### src/rtl/cmd_decoder.sv
// cmd_decoder: parses opcode/argument byte packets into 16-bit line buffer writes.
// Defining CMDDEC_CLEAR_EN adds opcode 0x04 CLEAR, which writes CLEAR_VALUE to every line buffer word.
module cmd_decoder #(
  parameter int ADDR_BITS = 8
`ifdef CMDDEC_CLEAR_EN
  , parameter logic [15:0] CLEAR_VALUE = 16'h0000
`endif
) (
  input  logic                 clk,
  input  logic                 nrst,
  input  logic                 cmd_avail,
  input  logic [7:0]           cmd_data,
  output logic                 cmd_rd,
  output logic                 lb_wr,
  output logic [ADDR_BITS-1:0] lb_wr_addr,
  output logic [15:0]          lb_wr_data,
  output logic                 busy,
  output logic                 err_op
);
  typedef enum logic [2:0] {
    S_OP, S_ADDR, S_CNT, S_HI, S_LO, S_FILL
`ifdef CMDDEC_CLEAR_EN
    , S_CLR
`endif
  } state_t;
  state_t state;
  logic [ADDR_BITS-1:0] addr;
  logic [8:0] count;
  logic [7:0] hi;
  logic fill;
  logic take;
  assign take = cmd_avail && !cmd_rd && (state inside {S_OP, S_ADDR, S_CNT, S_HI, S_LO});
  always_ff @(posedge clk or negedge nrst)
    if (!nrst) begin
      state <= S_OP;
      cmd_rd <= 1'b0;
      lb_wr <= 1'b0;
      lb_wr_addr <= '0;
      lb_wr_data <= '0;
      busy <= 1'b0;
      err_op <= 1'b0;
      addr <= '0;
      count <= '0;
      hi <= '0;
      fill <= 1'b0;
    end else begin
      cmd_rd <= take;
      lb_wr <= 1'b0;
      err_op <= 1'b0;
      case (state)
        S_OP: if (take) begin
          fill <= cmd_data == 8'h03;
          if (cmd_data == 8'h01) begin
            state <= S_ADDR;
            busy <= 1'b1;
          end else if (cmd_data == 8'h02 || cmd_data == 8'h03) begin
            state <= S_CNT;
            busy <= 1'b1;
          end
`ifdef CMDDEC_CLEAR_EN
          else if (cmd_data == 8'h04) begin
            state <= S_CLR;
            busy <= 1'b1;
            addr <= '0;
          end
`endif
          else if (cmd_data != 8'h00) err_op <= 1'b1;
        end
        S_ADDR: if (take) begin
          addr <= ADDR_BITS'(cmd_data);
          state <= S_OP;
          busy <= 1'b0;
        end
        S_CNT: if (take) begin
          count <= {cmd_data == 8'h00, cmd_data};
          state <= S_HI;
        end
        S_HI: if (take) begin
          hi <= cmd_data;
          state <= S_LO;
        end
        // the lo byte of a FILL pattern also issues the first fill word, keeping FILL latency equal to WRITE
        S_LO: if (take) begin
          lb_wr <= 1'b1;
          lb_wr_addr <= addr;
          lb_wr_data <= {hi, cmd_data};
          addr <= addr + 1'b1;
          count <= count - 1'b1;
          state <= count == 9'd1 ? S_OP : fill ? S_FILL : S_HI;
          busy <= count != 9'd1;
        end
        S_FILL: begin
          lb_wr <= 1'b1;
          lb_wr_addr <= addr;
          addr <= addr + 1'b1;
          count <= count - 1'b1;
          if (count == 9'd1) begin
            state <= S_OP;
            busy <= 1'b0;
          end
        end
`ifdef CMDDEC_CLEAR_EN
        S_CLR: begin
          lb_wr <= 1'b1;
          lb_wr_addr <= addr;
          lb_wr_data <= CLEAR_VALUE;
          addr <= addr + 1'b1;
          if (&addr) begin
            state <= S_OP;
            busy <= 1'b0;
          end
        end
`endif
        default: begin
          state <= S_OP;
          busy <= 1'b0;
        end
      endcase
    end
endmodule

### config.mk
export PLATFORM = sky130hd
export DESIGN_NAME = cmd_decoder
export DESIGN_NICKNAME = d
export VERILOG_FILES = /design/src/rtl/cmd_decoder.sv
export SDC_FILE = /design/constraint.sdc
export NUM_CORES = 1
export LEC_CHECK = 0
export BUFFER_PORTS_ARGS = -buffer_cell sky130_fd_sc_hd__buf_2
export CAP_MARGIN = 20
export CORE_MARGIN = 2
export CORE_UTILIZATION = 55
export DETAILED_ROUTE_END_ITERATION = 6
export PLACE_DENSITY = 0.8
export SLEW_MARGIN = 15
export SYNTH_ARGS = -nofsm -noshare
export SYNTH_HDL_FRONTEND = slang
export SYNTH_SLANG_ARGS = --single-unit
### constraint.sdc
create_clock -name clk -period 2.6 [get_ports clk]
set_clock_uncertainty 0.2 [all_clocks]
set_input_delay 0.52 -clock clk [delete_from_list [all_inputs] [get_ports clk]]
set_output_delay 0.52 -clock clk [all_outputs]
set_load 0.02 [all_outputs]
# Yosys cells after proc, flatten, opt, wreduce, memory -nomap -nowiden
# Index checks and enable logic that the tools add are counted.
# word_totals
latch_bits,0
ff_bits,57
word_cells,84
ramBits,0
memories,0
romBits,0
# op_classes
shift,0
add_sub_neg,2
n_reduce_logical,20
n_mux,33
bitwise,1
n_lt_le_gt_ge,0
eq_ne,17
mul,0
n_div,0
# ops
operator,count
$mux 3,10
$pmux 9 s3,1
$mux 8,3
$pmux 8 s3,1
$mux 9,2
$pmux 3 s6,1
$eq 8x2->1 const B,2
$pmux 8 s2,1
$mux 1,12
$ne 2x2->1 const B,6
$eq 9x1->1 const B,1
$ne 9x1->1 const B,1
$sub 9x1->9 const B,1
$add 8x1->8 const B,1
$eq 8x1->1 const B,1
$logic_not 8->1,1
$reduce_and 2->1,4
$reduce_bool 8->1,1
$reduce_and 7->1,1
$eq 3x2->1 const B,2
$eq 3x3->1 const B,2
$reduce_and 3->1,2
$reduce_and 6->1,1
$reduce_bool 3->1,2
other kinds (12),13

# Logic depth before layout (Yosys ltp)
# logic_depth
depth_word,6
ltp_mapped,7
ltp_nobuf,6

# Worst setup path after synthesis
# OpenSTA, ideal clock, no wires.
# synth_path
path_kind,in2reg
startpoint,in cmd_avail
endpoint,reg lb_wr_addr[3]
setup_ps,125
arrival_time_ps,1584
n_path_buf,2
path_slack_ps,692
cell_stages,5
required_ps,2275
path_cell_list,nor2b_1 > clkbuf_2 > o21ai_4 > buf_2 > mux2_2
# synth_between
elab_chain_len,4
# synth_lines
element,line,rtl
"start, declared",11,"input logic cmd_avail,"
$logic_and 1x1->1 (2 in a row),32,"assign take = cmd_avail && !cmd_rd && (state inside {S_OP, S_ADDR, S_CNT, S_HI, S_LO});"
$ne 2x2->1 (no source line),-,
$reduce_and 2->1 (no source line),-,
"end signal, assigned",85,lb_wr_addr <= addr;
"end signal, assigned",94,lb_wr_addr <= addr;
"end, declared",15,"output logic [ADDR_BITS-1:0] lb_wr_addr,"
# Every way passes these cells.
# A chain may end at the register's enable or synchronous reset.

# Worst setup path in the final report
# layout_path
startpoint,reg state[2]
endpoint,reg addr[4]
# layout_between
elab_chain_len,5
# layout_lines
element,line,rtl
"start, declared",26,state_t state;
"start signal, assigned",89,state <= count == 9'd1 ? S_OP : fill ? S_FILL : S_HI;
"$eq 3x1->1, or another cell as far along","32, 50",
$reduce_bool 5->1,32,
$logic_and 1x1->1,32,
$ne 2x2->1 (no source line),-,
$reduce_and 3->1 (no source line),-,
"end signal, assigned",70,addr <= ADDR_BITS'(cmd_data);
"end signal, assigned",87,addr <= addr + 1'b1;
"end signal, assigned",95,addr <= addr + 1'b1;
"end, declared",27,logic [ADDR_BITS-1:0] addr;
# Parallel ways exist; a longest one is shown, timed or not.

==> metrics.txt <==
outcome=finished, final reports clean; final hold viol count=0; # diodes=0; crit path from=state[2]$_DFFE_PN0P_; RSZ-0062 raised after global routing=false; CP endpoint kind=flop; Clock Path Buffers=2; Post-route DRC=0; GRT Util Overall=23.4%; Worst Setup Start Kind=flop; fin worst setup slack=around 0.45 ns; Iter 0 DRT Violations=286; top cells by area, synth=dfrtp_1 (51%), mux2_2 (13%), a21oi_1 (2.8%), nor2_1 (2.4%), ha_1 (1.3%); worst slew pin tran=between 0.7 and 0.8 ns; final setup vio count=0; Die Ht=75.6 µm; placed cell count=352; P_leak=~1.5 nW; overall power=4.08 mW; TritonCTS clock tree=yes; Synth Warn #=0; Vias=2191; clock transition at the registers of the reported paths=0.07 ns; Synth Instances=248; total wire length=just over 6000 µm; Final period util=82.8%; crit-path max FO=14; Distinct cells, synth=49; number of I/O pins=39; CTS resizes=0; Synth-to-Final Area Change=17.7%; hold crit path type=in -> async; Layout Cells excl Fill=368; FP Rows=26; core area=5040 µm²; leading area contributor after synthesis=dfrtp_1; setup TNS=0 ns; Avg Synthesized Cell Area=11.4 µm²; Sink Count=57; Via density=5.95; Seq/Total Area, Yosys=50.6%; Worst-Skew Late Latency=approximately 0.34 ns; Syn Std Cell Area=2820 µm²; vias in the first global route=1960; Post-synth EDFFs=0; Root Driver=clkbuf_8; synth cell count leaders=dfrtp_1 (57), mux2_2 (33), nor2_1 (18), a21oi_1 (16), nand2_1 (9); worst path required time=2.62 ns; Detail Route Antenna Nets=0; Die ar.=5720 µm²; Worst R2R Start=state[2]$_DFFE_PN0P_; largest net degree at the start of global routing=58; DR pass1 iterations=4; worst slack, placed=0.401 ns; slew margin rel.=between 50% and 60%; H-tree levels=3; PD cells=1230 nW/µm²; setup bufs post-CTS=0; minimum clock period=2.15 ns; arrival time worst endpoint=between 2 and 2.5 ns; initial core utilization=55.9%; count of state elements after synthesis=57; Final Net Count=307; cell with the most instances after synthesis=dfrtp_1; IO buf count=38; drt wl/cell=16.6 µm; top cell type's share of synthesized area=between 50% and 60%; hpwl dp=4070 µm; die width=75.6 µm; grt ovf=0; Syn Nets=262; Async SR Flop Fraction=100%; CTS Hold Buffers Added=0; GPL Wtd Cong=0.878; fmax=0.464 GHz; max cap viols=0; Final Max Slew Viols=0; Num CTS Buffers=9; initial antenna violation count=0; crit path kind=reg -> reg; Top FF cell, synth=dfrtp_1; fill count=374; first-pass GRT wire length=9740 µm; VDD IR-drop max=just over 800 µV; share of cells above drive strength 1=a little over a third
routing by layer:
metal / wire length (µm) / global-route usage (%) / part of all wire (%)
met1: 2690 / 32.6 / 44
met2: 2880 / 34.3 / 47
met3: 456 / 6.75 / 7.4
met4: 97 / 9.94 / 1.6
met5: 0 / 0 / 0
registers in the layout, indices dropped and copies added, names as in the netlist:
| register | flops |
|---|---|
| lb_wr_data | 16 |
| hi | 8 |
| count | 9 |
| addr | 8 |
| lb_wr_addr | 8 |
| lb_wr | 1 |
| state | 3 |
| cmd_rd | 1 |
| err_op | 1 |
| fill | 1 |
| busy | 1 |
area by class of cell:
cell class	instances	area, µm²	area share (%)
Clock buffer	11	151	4.56
Clock inverter	5	77.6	2.34
Inverter	10	37.5	1.13
Multi-Input combinational cell	170	1300	39.1
Sequential cell	57	1430	43.0
Tap cell	70	87.6	2.64
Timing Repair Buffer	45	243	7.31
placed cells by master (no fill, tap or decap), types with 3 or more instances in the layout:
cell,Yosys,layout
mux2_2,33,33
and3_1,3,3
o2bb2ai_1,4,4
clkbuf_8,0,11
o21ai_0,7,7
o2bb2a_1,3,3
nor3_1,7,7
a22oi_1,3,3
buf_2,4,38
dfrtp_1,57,57
nand2b_1,3,3
inv_1,8,8
buf_4,3,7
o22a_1,3,3
a211oi_1,3,3
nor2_1,18,18
nand3_1,5,5
nand2_1,9,9
a32oi_1,3,3
o22ai_1,5,5
a31oi_1,5,5
a21oi_1,16,16
a2bb2oi_1,4,4
ha_1,3,3
worst max-delay path, stage by stage (launching register included):
cell	delay, ns
dfrtp_1	0.70
inv_2	0.17
maj3_2	0.44
or2_1	0.30
o22a_1	0.23
worst paths after layout:
path	end	slack, ns	depth (start not counted)
worst max-delay path	addr[4]$_DFFE_PN0P_	0.45	4
worst min-delay path	lb_wr_addr[3]$_DFFE_PN0P_	0.11	2
min in group clk	fill$_DFFE_PN0P_	0.29	3
max in group asynchronous	lb_wr_data[7]$_DFFE_PN0P_	1.60	2
worst min register to register	lb_wr_data[0]$_DFFE_PN0P_	0.30	1
worst max register to register	addr[4]$_DFFE_PN0P_	0.45	4
cell families (layout without fill, tap and decap cells):
| kind of cell | count (synthesis) | after routing | share of synthesized area [%] |
|---|---|---|---|
| flops | 57 | 57 | 50.6 |
| buf+inv | 21 | 71 | 3.42 |
| compound gates | 67 | 67 | 17.0 |
| mux | 35 | 35 | 13.9 |
| simple gates | 64 | 64 | 13.4 |
| fa+ha+maj | 4 | 4 | 1.73 |
through the flow:
stage | cell area [µm²] | utilization (%) | hold WS [ns]
floorplan | 2820 | - | 0.0244
global placement | 3090 | 61.3 | 0.283
detailed placement | 3090 | 61.3 | 0.287
CTS | 3320 | 65.9 | 0.132
global route | 3320 | 65.9 | 0.176
finish | 3320 | 65.9 | 0.114
report_power, final:
part | internal (mW) | switching (mW) | total (mW)
Clock | 0.588 | 0.359 | 0.947
Sequential | 1.26 | 0.342 | 1.60
Combinational | 0.673 | 0.856 | 1.53
Total | 2.52 | 1.56 | 4.08
No activity file was read; power rests on OpenSTA's default activity.
